File: src/rtl/avmm_burst_reader.sv
// Avalon-MM burst read master.
// Takes a {byte address, beat count} request and fetches it from SDRAM as one
// or more Avalon bursts of at most MAX_BURST beats, with one burst outstanding
// at a time. Each returned beat is presented one cycle later on out_data
// together with its running index, which counts continuously across sub-bursts.
//
// Handshake: a request is taken when req_start is high while the block is idle.
// Valid/ready on the Avalon side: a read command is transferred in the cycle
// where avm_read=1 and avm_waitrequest=0. Until then, address, burstcount and
// read are held stable. Read data is consumed in every cycle where
// avm_readdatavalid=1 while a burst is outstanding. out_valid is a pure
// strobe: the consumer has no backpressure.
module avmm_burst_reader #(
  parameter int DATA_W    = 128,
  parameter int ADDR_W    = 32,
  parameter int CNT_W     = 11,
  parameter int MAX_BURST = 64
) (
  input  logic              clk,
  input  logic              rst,
  input  logic              req_start,
  input  logic [ADDR_W-1:0] req_addr,
  input  logic [CNT_W-1:0]  req_cnt,
  output logic              out_valid,
  output logic [CNT_W-1:0]  out_idx,
  output logic [DATA_W-1:0] out_data,
  output logic              busy,
  output logic              done,
  output logic [ADDR_W-1:0] avm_address,
  output logic              avm_read,
  output logic [CNT_W-1:0]  avm_burstcount,
  input  logic              avm_waitrequest,
  input  logic [DATA_W-1:0] avm_readdata,
  input  logic              avm_readdatavalid
);

  typedef enum logic [1:0] {IDLE, REQ, DATA, FIN} state_t;

  // Beats per full burst, and the byte distance between consecutive bursts.
  localparam logic [CNT_W-1:0]  MAX_BC = CNT_W'(MAX_BURST);
  localparam logic [ADDR_W-1:0] STEP   = ADDR_W'(MAX_BURST * DATA_W / 8);

  state_t              state;
  state_t              state_nxt;
  logic [ADDR_W-1:0]   cur_addr;
  logic [CNT_W-1:0]    remaining;
  logic [CNT_W-1:0]    beat;
  logic [CNT_W-1:0]    sub_left;
  logic [CNT_W-1:0]    bc_calc;
  logic                accept;
  logic                beat_in;
  logic                sub_last;

  // Burst length for the next command, and the per-cycle events that advance
  // the transfer.
  always_comb begin
    bc_calc  = (remaining > MAX_BC) ? MAX_BC : remaining;
    accept   = (state == REQ) && !avm_waitrequest;
    beat_in  = (state == DATA) && avm_readdatavalid;
    sub_last = beat_in && (sub_left == CNT_W'(1));
  end

  // State register.
  always_ff @(posedge clk or posedge rst) begin
    if (rst) state <= IDLE;
    else     state <= state_nxt;
  end

  // Next-state logic and the Avalon command outputs.
  always_comb begin
    state_nxt      = state;
    avm_read       = 1'b0;
    avm_address    = cur_addr;
    avm_burstcount = '0;
    case (state)
      IDLE: begin
        if (req_start) state_nxt = (req_cnt == '0) ? FIN : REQ;
      end
      REQ: begin
        avm_read       = 1'b1;
        avm_burstcount = bc_calc;
        if (accept) state_nxt = DATA;
      end
      DATA: begin
        if (sub_last) state_nxt = (remaining == CNT_W'(1)) ? FIN : REQ;
      end
      FIN: begin
        state_nxt = IDLE;
      end
      default: state_nxt = IDLE;
    endcase
  end

  // Request latching, beat counting, output beat register and status flags.
  always_ff @(posedge clk or posedge rst) begin
    if (rst) begin
      cur_addr  <= '0;
      remaining <= '0;
      beat      <= '0;
      sub_left  <= '0;
      out_valid <= 1'b0;
      out_idx   <= '0;
      out_data  <= '0;
      busy      <= 1'b0;
      done      <= 1'b0;
    end else begin
      out_valid <= 1'b0;
      done      <= 1'b0;
      case (state)
        IDLE: begin
          if (req_start) begin
            cur_addr  <= req_addr;
            remaining <= req_cnt;
            beat      <= '0;
            busy      <= 1'b1;
          end
        end
        REQ: begin
          if (accept) sub_left <= bc_calc;
        end
        DATA: begin
          if (beat_in) begin
            out_valid <= 1'b1;
            out_data  <= avm_readdata;
            out_idx   <= beat;
            beat      <= beat + CNT_W'(1);
            sub_left  <= sub_left - CNT_W'(1);
            remaining <= remaining - CNT_W'(1);
            // The next sub-burst starts one full burst further on.
            if (sub_last && (remaining != CNT_W'(1))) cur_addr <= cur_addr + STEP;
          end
        end
        FIN: begin
          done <= 1'b1;
          busy <= 1'b0;
        end
        default: ;
      endcase
    end
  end

endmodule

File: config.mk
export PLATFORM = sky130hd
export DESIGN_NAME = avmm_burst_reader
export DESIGN_NICKNAME = d
export VERILOG_FILES = /design/src/rtl/avmm_burst_reader.sv
export SDC_FILE = /design/constraint.sdc
export NUM_CORES = 1
export LEC_CHECK = 0
export CORE_MARGIN = 2
export CORE_UTILIZATION = 35
export DETAILED_ROUTE_END_ITERATION = 6
export GPL_TIMING_DRIVEN = 0
export HOLD_SLACK_MARGIN = 0.05
export PLACE_DENSITY = 0.67
export SYNTH_ARGS = -nofsm -noshare
export SYNTH_HDL_FRONTEND = slang
export SYNTH_SLANG_ARGS = --single-unit
File: constraint.sdc
create_clock -name clk -period 21.9 [get_ports clk]
set_clock_uncertainty 0.15 [all_clocks]
set_input_delay 4.38 -clock clk [delete_from_list [all_inputs] [get_ports clk]]
set_output_delay 4.38 -clock clk [all_outputs]
set_load 0.01 [all_outputs]
==> summary.txt, run 1 <==
status: finished, final reports clean
Port Buffers: 357
GRT overflow: 0
all-layer global routing usage: 21.7%
die extent in y: 165 um
Starting DRT DRC Count: 606
CP arrival: 2.88 ns
Mapped Cells: 1035
Pre-antenna DRT Iters: 5
# resized after CTS: 0
worst-margin pin slew: 0.824 ns
worst path required time: 17.37 ns
Synth Cell Area: 9100 sq um
TritonCTS Sinks: 209
post-CTS setup buffers: 0
Seq/Total Area, Yosys: 57.5%
Die ar.: 27300 sq um
min Tclk post-route: 7.41 ns
Hold WC Path Type: register to register
ANT cells: 0
Slew HR: 45.1%
Mean Syn Cell Area: 8.79 sq um
LEAKAGE: 6.43 nW
dpl cells: 1732
Slew Viols, Final: 0
clk_lat worst skew: 0.51 ns
Layout Cell Area excl Fill: 14000 sq um
Die X: 165 um
final net count: 1607
hold_ws: 0.320 ns
Non-Filler Instances: 1776
TritonCTS clock tree: yes
Num CTS Buffers: 25
first-pass GRT wire length: 46.5 mm
dpl cell area: 13200 sq um
RePlAce Congestion: 0.855
remaining routing DRC violations: 0
DR vias/cell: 4.94
Hold Crit Depth: 2
Root Buffer Master: clkbuf_16
TNS Setup: 0 ns
endpoints failing hold: 0
total power: 1.93 mW
Async SR Flop Fraction: 100%
pwr/cell area: 138 nW/um^2
worst reg-to-reg path cell count: 8
H-tree depth: 1
share of cells above drive strength 1: 4.72%
startpoint types: register
Detail Placement HPWL: 22.5 mm
antenna violations before repair: 0
Yosys warnings: 0
final count of negative-setup-slack endpoints: 0
Routed Antenna Nets: 0
Post-synth EDFFs: 0
fillcell total: 2371
top post-synthesis cells by area: dfrtp_1 57%, nand2_1 19%, a21oi_1 2.2%, o21ai_0 2.1%, nor2_1 2.0%
Setup CP Type: register to primary output
Peak VDD IR: 0.0806 mV
area added between synthesis and finish: 53.7%
Fmax: 0.135 GHz
maxcap violations: 0
# rows: 59
Via Count: 8775
total core area: 25800 sq um
R2R Path Start: state[1]$_DFFE_PP0P_
final wirelength: 30.8 mm
Yosys cell types: 57
pre-CTS setup slack: 14.86 ns
final setup margin: 14.49 ns
Setup crit end kind: primary output
RSZ-0062 raised after global routing: false
Hold Startpoint: out_data[58]$_DFFE_PP0P_
I/O pin count: 362
Starting Density: 35.3%
Clock Path Buffers: 3
Seq cells post-synth: 209
vias in the first global route: 8478
worst-path maximum fanout: 9
Synth area leader: dfrtp_1
Core Util, Final: 54.3%
Synth top area share: 57.5%
CP startpoint: remaining[4]$_DFFE_PP0P_
largest net degree at the start of global routing: 78
Final period util: 33.8%
Post-CTS Hold Buffers: 0
Avg WL per Cell: 17.3 um
prevailing post-synth register cell: dfrtp_1
Worst-path clk slew: 0.06 ns
-- cells by family (layout without fill, tap and decap cells) --
group                      after synthesis  count (layout)  share of synthesized area [%]
and+or+nand+nor                        589             589                           26.8
DFF                                    209             209                           57.5
muxes                                   12              12                           1.46
other                                    1               4                         0.0412
buffers and inverters                   74             477                           3.35
xor gates and xnor gates                 9               9                          0.866
adders and majority gates                7               7                          0.962
AOI/OAI and AO/OA                      134             134                           9.07
-- final timing paths --
check | to | slack, ns
setup / recovery | avm_burstcount[5] | 14.49
hold / removal | out_data[58]$_DFFE_PP0P_ | 0.32
max in group asynchronous | avm_address[20]$_DFFE_PP0P_ | 16.32
hold reg to reg | out_data[58]$_DFFE_PP0P_ | 0.32
setup reg to reg | out_data[32]$_DFFE_PP0P_ | 19.01
min in group asynchronous | out_data[28]$_DFFE_PP0P_ | 4.15
-- worst max-delay path, cell delays in order, from the launching register on --
cell and delay (ns):
dfrtp_1 0.36, clkbuf_1 0.21, nor2_1 0.23, a31oi_1 0.10
or3_1 0.34, clkbuf_1 0.19, nor2_1 0.19, and2_1 0.20
clkdlybuf4s50_1 0.55
-- power breakdown --
group / internal, mW / total, mW / leakage (nW) / switching, mW
Sequential: 0.551 / 0.674 / 2.61 / 0.123
Clock: 0.258 / 0.419 / 0.410 / 0.161
Combinational: 0.411 / 0.840 / 3.40 / 0.429
-- cell usage in the layout, fill, tap and decap left out, types with 5 or more instances in the layout --
| cell type | instances |
|---|---|
| nor2_1 | 49 |
| nand4_1 | 13 |
| ha_1 | 7 |
| buf_4 | 5 |
| buf_2 | 6 |
| a21oi_1 | 40 |
| clkbuf_16 | 25 |
| and2_1 | 5 |
| mux2_2 | 10 |
| inv_1 | 12 |
| nand2b_1 | 5 |
| xor2_1 | 7 |
| a2bb2oi_1 | 6 |
| clkinv_2 | 6 |
| buf_1 | 9 |
| nand3_1 | 14 |
| o21ai_0 | 38 |
| o22ai_1 | 10 |
| dfrtp_1 | 209 |
| a31oi_1 | 7 |
| nand2_1 | 455 |
| clkbuf_1 | 46 |
| nor3_1 | 16 |
| clkdlybuf4s50_1 | 357 |
| nor4_1 | 8 |
-- final cells by class --
cell class / instances / area, sq um / share of cell area [%]
Buffer: 61 / 256 / 1.83
Clock buffer: 35 / 703 / 5.03
Clock inverter: 9 / 120 / 0.859
Inverter: 13 / 56.3 / 0.402
Multi-Input combinational cell: 755 / 3580 / 25.6
Sequential cell: 209 / 5230 / 37.4
Tap cell: 335 / 419 / 3.00
Timing Repair Buffer: 359 / 3630 / 25.9
-- state kept, by name, indices dropped and copies added, names as in the netlist --
name	count
remaining	11
sub_left	11
done	1
avm_address	32
beat	11
out_data	128
busy	1
state	2
out_idx	11
out_valid	1
-- metal layers --
| layer | vias up | track usage [%] | part of all wire (%) |
|---|---|---|---|
| met2 | 368 | 35.1 | 48 |
| met3 | 76 | 5.29 | 7.6 |
| li1 | 4190 | - | - |
| met4 | 0 | 9.33 | 4.0 |
| met1 | 4141 | 27.9 | 41 |
| met5 | - | 0 | 0 |
-- cells in the mapped netlist (2+ instances only) --
cell type / instances
a21oi_1: 40
a221o_1: 3
a22o_1: 2
a22oi_1: 3
a2bb2oi_1: 6
a31oi_1: 7
a41oi_1: 2
and2_1: 5
and3_1: 4
buf_1: 9
buf_2: 6
buf_4: 5
clkbuf_1: 40
dfrtp_1: 209
ha_1: 7
inv_1: 13
mux2_2: 10
mux2i_1: 2
nand2_1: 455
nand2b_1: 5
nand3_1: 14
nand4_1: 13
nor2_1: 49
nor3_1: 16
nor4_1: 8
nor4b_1: 2
o211ai_1: 3
o21ai_0: 38
o22a_1: 4
o22ai_1: 10
o2bb2ai_1: 2
o31ai_1: 2
o32ai_1: 2
o41ai_1: 3
or3_1: 4
or4_1: 4
xnor2_1: 2
xor2_1: 7
No activity file was read; power rests on OpenSTA's default activity.
==> inputs of run 2 (changes only) <==
==> constraint.sdc (replaced) <==
create_clock -name clk -period 7.5 [get_ports clk]
set_clock_uncertainty 0.15 [all_clocks]
set_input_delay 1.5 -clock clk [delete_from_list [all_inputs] [get_ports clk]]
set_output_delay 1.5 -clock clk [all_outputs]
set_load 0.01 [all_outputs]
==> results of run 2 <==
Same layout as run 1 (identical final DEF). Status: finished, final reports clean.
Main changes from that run: setup slack after placement 14.86 ns -> 3.34 ns; setup slack after layout 14.49 ns -> 2.97 ns; register-to-register setup slack 19.01 ns -> 4.61 ns; total power 1.93 mW -> 5.64 mW; worst IR drop on VDD 0.0806 mV -> 0.235 mV
